File: config.mk
export PLATFORM = sky130hd
export DESIGN_NAME = aes_host_bridge
export DESIGN_NICKNAME = d
export VERILOG_FILES = /design/src/rtl/aes_host_bridge.sv
export SDC_FILE = /design/constraint.sdc
export NUM_CORES = 1
export LEC_CHECK = 0
export CAP_MARGIN = 10
export CORE_AREA = 2 2 184 186
export DETAILED_ROUTE_END_ITERATION = 16
export DIE_AREA = 0 0 186 188
export GPL_ROUTABILITY_DRIVEN = 0
export PLACE_DENSITY = 0.62
export SETUP_SLACK_MARGIN = 0.5
export SYNTH_ARGS = -nofsm -noshare
export SYNTH_HDL_FRONTEND = slang
export SYNTH_SLANG_ARGS = --single-unit
File: constraint.sdc
create_clock -name clk -period 4.1 [get_ports clk]
set_clock_uncertainty 0.1 [all_clocks]
set_input_delay 0.82 -clock clk [delete_from_list [all_inputs] [get_ports clk]]
set_output_delay 0.82 -clock clk [all_outputs]
set_load 0.02 [all_outputs]
File: src/rtl/aes_host_bridge.sv
// Host-side link for the AES chip pin interface: 32-bit words are sent as 4 strobed bytes on chip_rx,
// and strobed bytes from chip_tx are gathered into 32-bit words and queued in a show-ahead FIFO.
module aes_host_bridge #(
  parameter int GAP_CYCLES = 3,
  parameter int RX_DEPTH   = 4,
  parameter int RX_TIMEOUT = 255
) (
  input  logic        clk,
  input  logic        rst,
  input  logic [31:0] host_wdata,
  input  logic        host_wvalid,
  output logic        host_wready,
  output logic [8:0]  chip_rx,
  input  logic [8:0]  chip_tx,
  output logic [31:0] host_rdata,
  output logic        host_rvalid,
  input  logic        host_rready,
  output logic        rx_overflow,
  output logic        rx_timeout,
  output logic [1:0]  tx_state_dbg
);

  // Handshakes: a word moves host->bridge in any cycle where host_wvalid and host_wready are both
  // high, and bridge->host in any cycle where host_rvalid and host_rready are both high.

  localparam int AW = $clog2(RX_DEPTH);
  localparam int TW = $clog2(RX_TIMEOUT + 1);

  typedef enum logic [1:0] {
    TX_IDLE = 2'd0,
    TX_SEND = 2'd1,
    TX_GAP  = 2'd2
  } tx_state_e;

  tx_state_e   state_q, state_d;
  logic [31:0] word_q, word_d;
  logic [1:0]  idx_q, idx_d;
  logic [3:0]  gap_q, gap_d;
  logic [8:0]  chip_rx_q, chip_rx_d;
  logic        wready_q, wready_d;
  logic        byte_done;

  always_comb begin
    state_d   = state_q;
    word_d    = word_q;
    idx_d     = idx_q;
    gap_d     = gap_q;
    chip_rx_d = chip_rx_q;
    wready_d  = wready_q;
    byte_done = 1'b0;
    case (state_q)
      TX_IDLE: begin
        chip_rx_d = 9'h000;
        if (host_wvalid && wready_q) begin
          state_d   = TX_SEND;
          word_d    = host_wdata;
          idx_d     = 2'd0;
          chip_rx_d = {1'b1, host_wdata[31:24]};
          wready_d  = 1'b0;
        end
      end
      TX_SEND: begin
        if (GAP_CYCLES == 0) begin
          byte_done = 1'b1;
        end else begin
          state_d   = TX_GAP;
          gap_d     = 4'(GAP_CYCLES - 1);
          chip_rx_d = {1'b0, chip_rx_q[7:0]};
        end
      end
      TX_GAP: begin
        if (gap_q == 4'd0) byte_done = 1'b1;
        else               gap_d = gap_q - 4'd1;
      end
      default: begin
        state_d   = TX_IDLE;
        chip_rx_d = 9'h000;
        wready_d  = 1'b1;
      end
    endcase
    // The byte on the pins is always word_q[31:24]; shifting exposes the next one.
    if (byte_done) begin
      if (idx_q == 2'd3) begin
        state_d   = TX_IDLE;
        chip_rx_d = 9'h000;
        wready_d  = 1'b1;
      end else begin
        state_d   = TX_SEND;
        idx_d     = idx_q + 2'd1;
        word_d    = {word_q[23:0], 8'h00};
        chip_rx_d = {1'b1, word_q[23:16]};
      end
    end
  end

  always_ff @(posedge clk or negedge rst) begin
    if (!rst) begin
      state_q   <= TX_IDLE;
      word_q    <= '0;
      idx_q     <= '0;
      gap_q     <= '0;
      chip_rx_q <= '0;
      wready_q  <= 1'b1;
    end else begin
      state_q   <= state_d;
      word_q    <= word_d;
      idx_q     <= idx_d;
      gap_q     <= gap_d;
      chip_rx_q <= chip_rx_d;
      wready_q  <= wready_d;
    end
  end

  assign host_wready  = wready_q;
  assign chip_rx      = chip_rx_q;
  assign tx_state_dbg = state_q;

  logic [8:0]    pin_q;
  logic [31:0]   asm_q, asm_d, asm_base, asm_next;
  logic [1:0]    cnt_q, cnt_d, cnt_base;
  logic [TW-1:0] tmo_q, tmo_d;
  logic          tmo_hit, tmo_pulse_q, tmo_pulse_d;
  logic          push;
  logic [31:0]   push_word;

  always_comb begin
    tmo_hit     = (cnt_q != 2'd0) && (tmo_q == TW'(RX_TIMEOUT));
    tmo_pulse_d = tmo_hit;
    asm_base    = tmo_hit ? 32'h0 : asm_q;
    cnt_base    = tmo_hit ? 2'd0 : cnt_q;
    asm_next    = {asm_base[23:0], pin_q[7:0]};
    asm_d       = asm_base;
    cnt_d       = cnt_base;
    push        = 1'b0;
    push_word   = asm_next;
    tmo_d       = tmo_q;
    if (pin_q[8]) begin
      tmo_d = '0;
      if (cnt_base == 2'd3) begin
        push  = 1'b1;
        asm_d = 32'h0;
        cnt_d = 2'd0;
      end else begin
        asm_d = asm_next;
        cnt_d = cnt_base + 2'd1;
      end
    end else if (tmo_hit) begin
      tmo_d = '0;
    end else if (cnt_q != 2'd0) begin
      tmo_d = tmo_q + TW'(1);
    end
  end

  logic [31:0] mem_q [RX_DEPTH];
  logic [31:0] mem_d [RX_DEPTH];
  logic [AW:0] wptr_q, wptr_d, rptr_q, rptr_d;
  logic        ovf_q, ovf_d;
  logic        fifo_empty, fifo_full, pop, wr_en;

  always_comb begin
    fifo_empty = (wptr_q == rptr_q);
    fifo_full  = (wptr_q[AW] != rptr_q[AW]) && (wptr_q[AW-1:0] == rptr_q[AW-1:0]);
    pop        = !fifo_empty && host_rready;
    // When full, a simultaneous pop frees the head slot, which is exactly where the write lands.
    wr_en      = push && (!fifo_full || pop);
    mem_d      = mem_q;
    wptr_d     = wptr_q;
    rptr_d     = rptr_q;
    ovf_d      = ovf_q | (push && fifo_full && !pop);
    if (wr_en) begin
      mem_d[wptr_q[AW-1:0]] = push_word;
      wptr_d = wptr_q + (AW+1)'(1);
    end
    if (pop) rptr_d = rptr_q + (AW+1)'(1);
  end

  always_ff @(posedge clk or negedge rst) begin
    if (!rst) begin
      pin_q       <= '0;
      asm_q       <= '0;
      cnt_q       <= '0;
      tmo_q       <= '0;
      tmo_pulse_q <= 1'b0;
      wptr_q      <= '0;
      rptr_q      <= '0;
      ovf_q       <= 1'b0;
      for (int i = 0; i < RX_DEPTH; i++) mem_q[i] <= '0;
    end else begin
      pin_q       <= chip_tx;
      asm_q       <= asm_d;
      cnt_q       <= cnt_d;
      tmo_q       <= tmo_d;
      tmo_pulse_q <= tmo_pulse_d;
      wptr_q      <= wptr_d;
      rptr_q      <= rptr_d;
      ovf_q       <= ovf_d;
      mem_q       <= mem_d;
    end
  end

  assign host_rvalid = !fifo_empty;
  assign host_rdata  = fifo_empty ? 32'h0 : mem_q[rptr_q[AW-1:0]];
  assign rx_overflow = ovf_q;
  assign rx_timeout  = tmo_pulse_q;

endmodule
==> results.py <==
metrics = {
    "grt": {
        "grt_max_degree": 99,
        "grt_pass1_vias": 7092,
        "antenna_found_initial": 1,
        "track_usage": 0.142,
        "grt_remaining_overflow": 0,
        "grt_first_pass_wirelength_um": 39800,
    },
    "placement": {
        "dp_hpwl_um": 15600,
        "place_area_um2": 12100,
        "io_buffers": 91,
    },
    "run_status": {
        "status": "finished, final reports clean",
    },
    "routing": {
        "dr.pass1.iters": 5,
        "via_per_inst": 4.76,
        "wirelength_um": 24000,
        "post_drt_wl_per_cell_um": 16.5,
        "drtAntennaViolNets": 0,
        "vias": 6930,
        "drt_iter0_markers": 327,
        "drc": 0,
    },
    "clocking": {
        "cts_sinks": 221,
        "cts.clk_slew.worst_paths_ns": 0.06,
        "cts_root_buffer": "clkbuf_16",
        "htree_levels": 1,
        "hold_buffers": 0,
        "cts_made_buffers": 25,
        "cts_tree": "yes",
        "clk_path_buf_depth": 3,
        "clk_latency_ns": 0.53,
    },
    "synth": {
        "synth_edf_count": 0,
        "ys_async_sr_fraction": 1.00,
        "ys_warn_count": 0,
        "synth_ff_type": "dfrtp_1",
        "synth_seq_cells": 221,
        "syn_nets": 964,
        "synth_cell_type_count": 49,
        "avgSynthCellArea_um2": 11.8,
        "synthCells": 905,
        "ys_seq_area_frac": 0.517,
        "syn-cell-area_um2": 10700,
    },
    "die": {
        "die_h_um": 188,
        "core_area_um2": 33100,
        "die_w_um": 186,
        "num_rows": 67,
        "io_pins": 92,
        "dieArea_um2": 35000,
        "floorplan.initialDensity": 0.323,
    },
    "worst_setup_path": {
        "cpLargestDelayFamily": "buffers and inverters",
        "endpoint_kind": "output pin",
        "cp_slowest_cell": "mux4_2",
        "reg2reg_to": "mem_q[97]$_DFFE_PN0P_",
        "path_class": "register to output pin",
        "crit_path_max_fanout": 11,
        "path_buf_inv": 2,
        "timing.rr.start": "tmo_q[0]$_DFFE_PN0P_",
        "ff2ff_setup_slack_ns": 1.11,
        "critPathRequiredTime_ns": 3.18,
        "max_stage_delay_ns": 0.54,
        "arrival_ns": 2.56,
        "critPathLaunchType": "register",
        "rr_worst_depth": 9,
        "cp_cell_sequence": "buf_4 -> mux4_2 -> nor2b_1 -> clkdlybuf4s50_1",
    },
    "final_layout": {
        "mostFrequentLayoutCells": "dfrtp_1 (218), inv_1 (109), mux2i_1 (108)",
        "stdcell_area_um2": 13000,
        "areaGrowthSynthToFinish_pct": 21.2,
        "final_nets": 1047,
        "fin_util": 0.392,
        "nFillCells": 3158,
        "drive_gt1_frac": 0.158,
        "layout_commonest_cell": "dfrtp_1",
    },
    "min_path": {
        "hold_path_class": "primary input to asynchronous set/reset pin",
    },
    "pwr": {
        "power.total_uw": 10600,
        "peakVddDrop_mv": 0.594,
        "leakagePower_uw": 0.00557,
        "p_per_area_nw_per_um2": 820,
    },
    "sta": {
        "hold_viol_final": 0,
        "finalCriticalPeriod_ns": 3.48,
        "max_slew_margin": 0.414,
        "rsz0062_at_grt": "no",
        "holdWs_ns": 0.211,
        "fmax_mhz": 287,
        "setup_tns_ns": 0,
        "post-route-period-util": 0.849,
        "setup_viol": 0,
        "worstMarginPinSlew_ns": 0.879,
        "final_max_slew_viol_count": 0,
    },
    "flow_run": {
        "cap_violations": 0,
    },
}
[kinds of logic (layout without fill, tap and decap cells)]
logic type,Yosys count,after routing,share of synthesized area
other,0,1,0
XOR/XNOR,14,14,0.0146
AO/OA/AOI/OAI,111,111,0.0687
adder cells (fa/ha/maj),14,14,0.0164
flip-flops,221,221,0.517
buffers and inverters,170,271,0.0663
AND/OR/NAND/NOR,192,192,0.0959
multiplexers,183,183,0.222
[layer usage]
layer	routed length (um)	up-vias	global-route usage
li1	-	3265	-
met1	11600	3510	0.211
met2	11000	120	0.214
met3	855	35	0.0227
met4	527	0	0.0348
met5	0	-	0
[cells in the mapped netlist (20+ instances only)]
cell | instances | area (um^2)
mux2i_1 | 108 | 1080
a21oi_1 | 30 | 150
nor3_1 | 21 | 105
inv_1 | 109 | 409
mux2_2 | 20 | 225
mux4_2 | 32 | 721
clkbuf_1 | 38 | 143
o21ai_0 | 32 | 160
nor2b_1 | 35 | 219
mux2_4 | 23 | 345
dfrtp_1 | 220 | 5510
nand2b_1 | 27 | 169
nand2_1 | 60 | 225
[worst max-delay path by stage]
stage / slack (ns) / cells past startpoint / start / endpoint
3_5_place_dp: 0.84 / 4 / rptr_q[0]$_DFFE_PN0P_ / host_rdata[5]
5_1_grt: 0.51 / 6 / rptr_q[1]$_DFFE_PN0P_ / host_rdata[22]
4_1_cts: 0.54 / 6 / rptr_q[1]$_DFFE_PN0P_ / host_rdata[15]
6_report: 0.62 / 4 / rptr_q[0]$_DFFE_PN0P_ / host_rdata[5]
3_3_place_gp: 0.88 / 4 / rptr_q[0]$_DFFE_PN0P_ / host_rdata[5]
2_1_floorplan: 1.42 / 11 / tmo_q[0]$_DFFE_PN0P_ / mem_q[100]$_DFFE_PN0P_
[timing repair]
item | in CTS | in global routing
gates resized for setup | 1 | 1
setup buffers | 2 | 0
setup endpoints to repair | 33 | 24
[power by group]
group,total (uW),switching [uW],internal (uW)
registers,3750,635,3110
logic,4610,2240,2370
clock network,2290,904,1380
total,10600,3780,6860
[through the flow]
| stage | setup slack, ns | std cells |
|---|---|---|
| after global routing | 0.506 | 1455 |
| after detailed placement | 0.841 | 1407 |
| after floorplan | 1.42 | 905 |
| after CTS | 0.539 | 1454 |
| after global placement | 0.881 | 1407 |
| final | 0.620 | 1455 |
[worst register-to-register path: stages (launching register included)]
cell	delay, ns
dfrtp_1	0.42
ha_1	0.27
o2111ai_2	0.13
o21ai_0	0.18
inv_1	0.09
ha_1	0.41
nand3_1	0.19
a41oi_4	0.24
buf_4	0.46
mux2_2	0.39
[flip-flops by register name, summed over array words and instances (netlist names)]
| name | cells |
|---|---|
| pin_q | 9 |
| rx_overflow | 1 |
| host_wready | 1 |
| rptr_q | 3 |
| idx_q | 2 |
| cnt_q | 2 |
| chip_rx | 9 |
| wptr_q | 3 |
| asm_q | 24 |
| mem_q | 128 |
| word_q | 24 |
| rx_timeout | 1 |
| tx_state_dbg | 2 |
| tmo_q | 8 |
| gap_q | 4 |
[area by class of cell]
cell class	instances	area, um^2	share of cell area
Sequential cell	221	5540	0.426
Multi-Input combinational cell	514	4490	0.346
Timing Repair Buffer	116	1140	0.0879
Clock buffer	33	696	0.0536
Tap cell	448	561	0.0432
Inverter	110	413	0.0318
Clock inverter	12	148	0.0114
Antenna cell	1	2.50	0.000193
(Power assumes the default switching activity.)
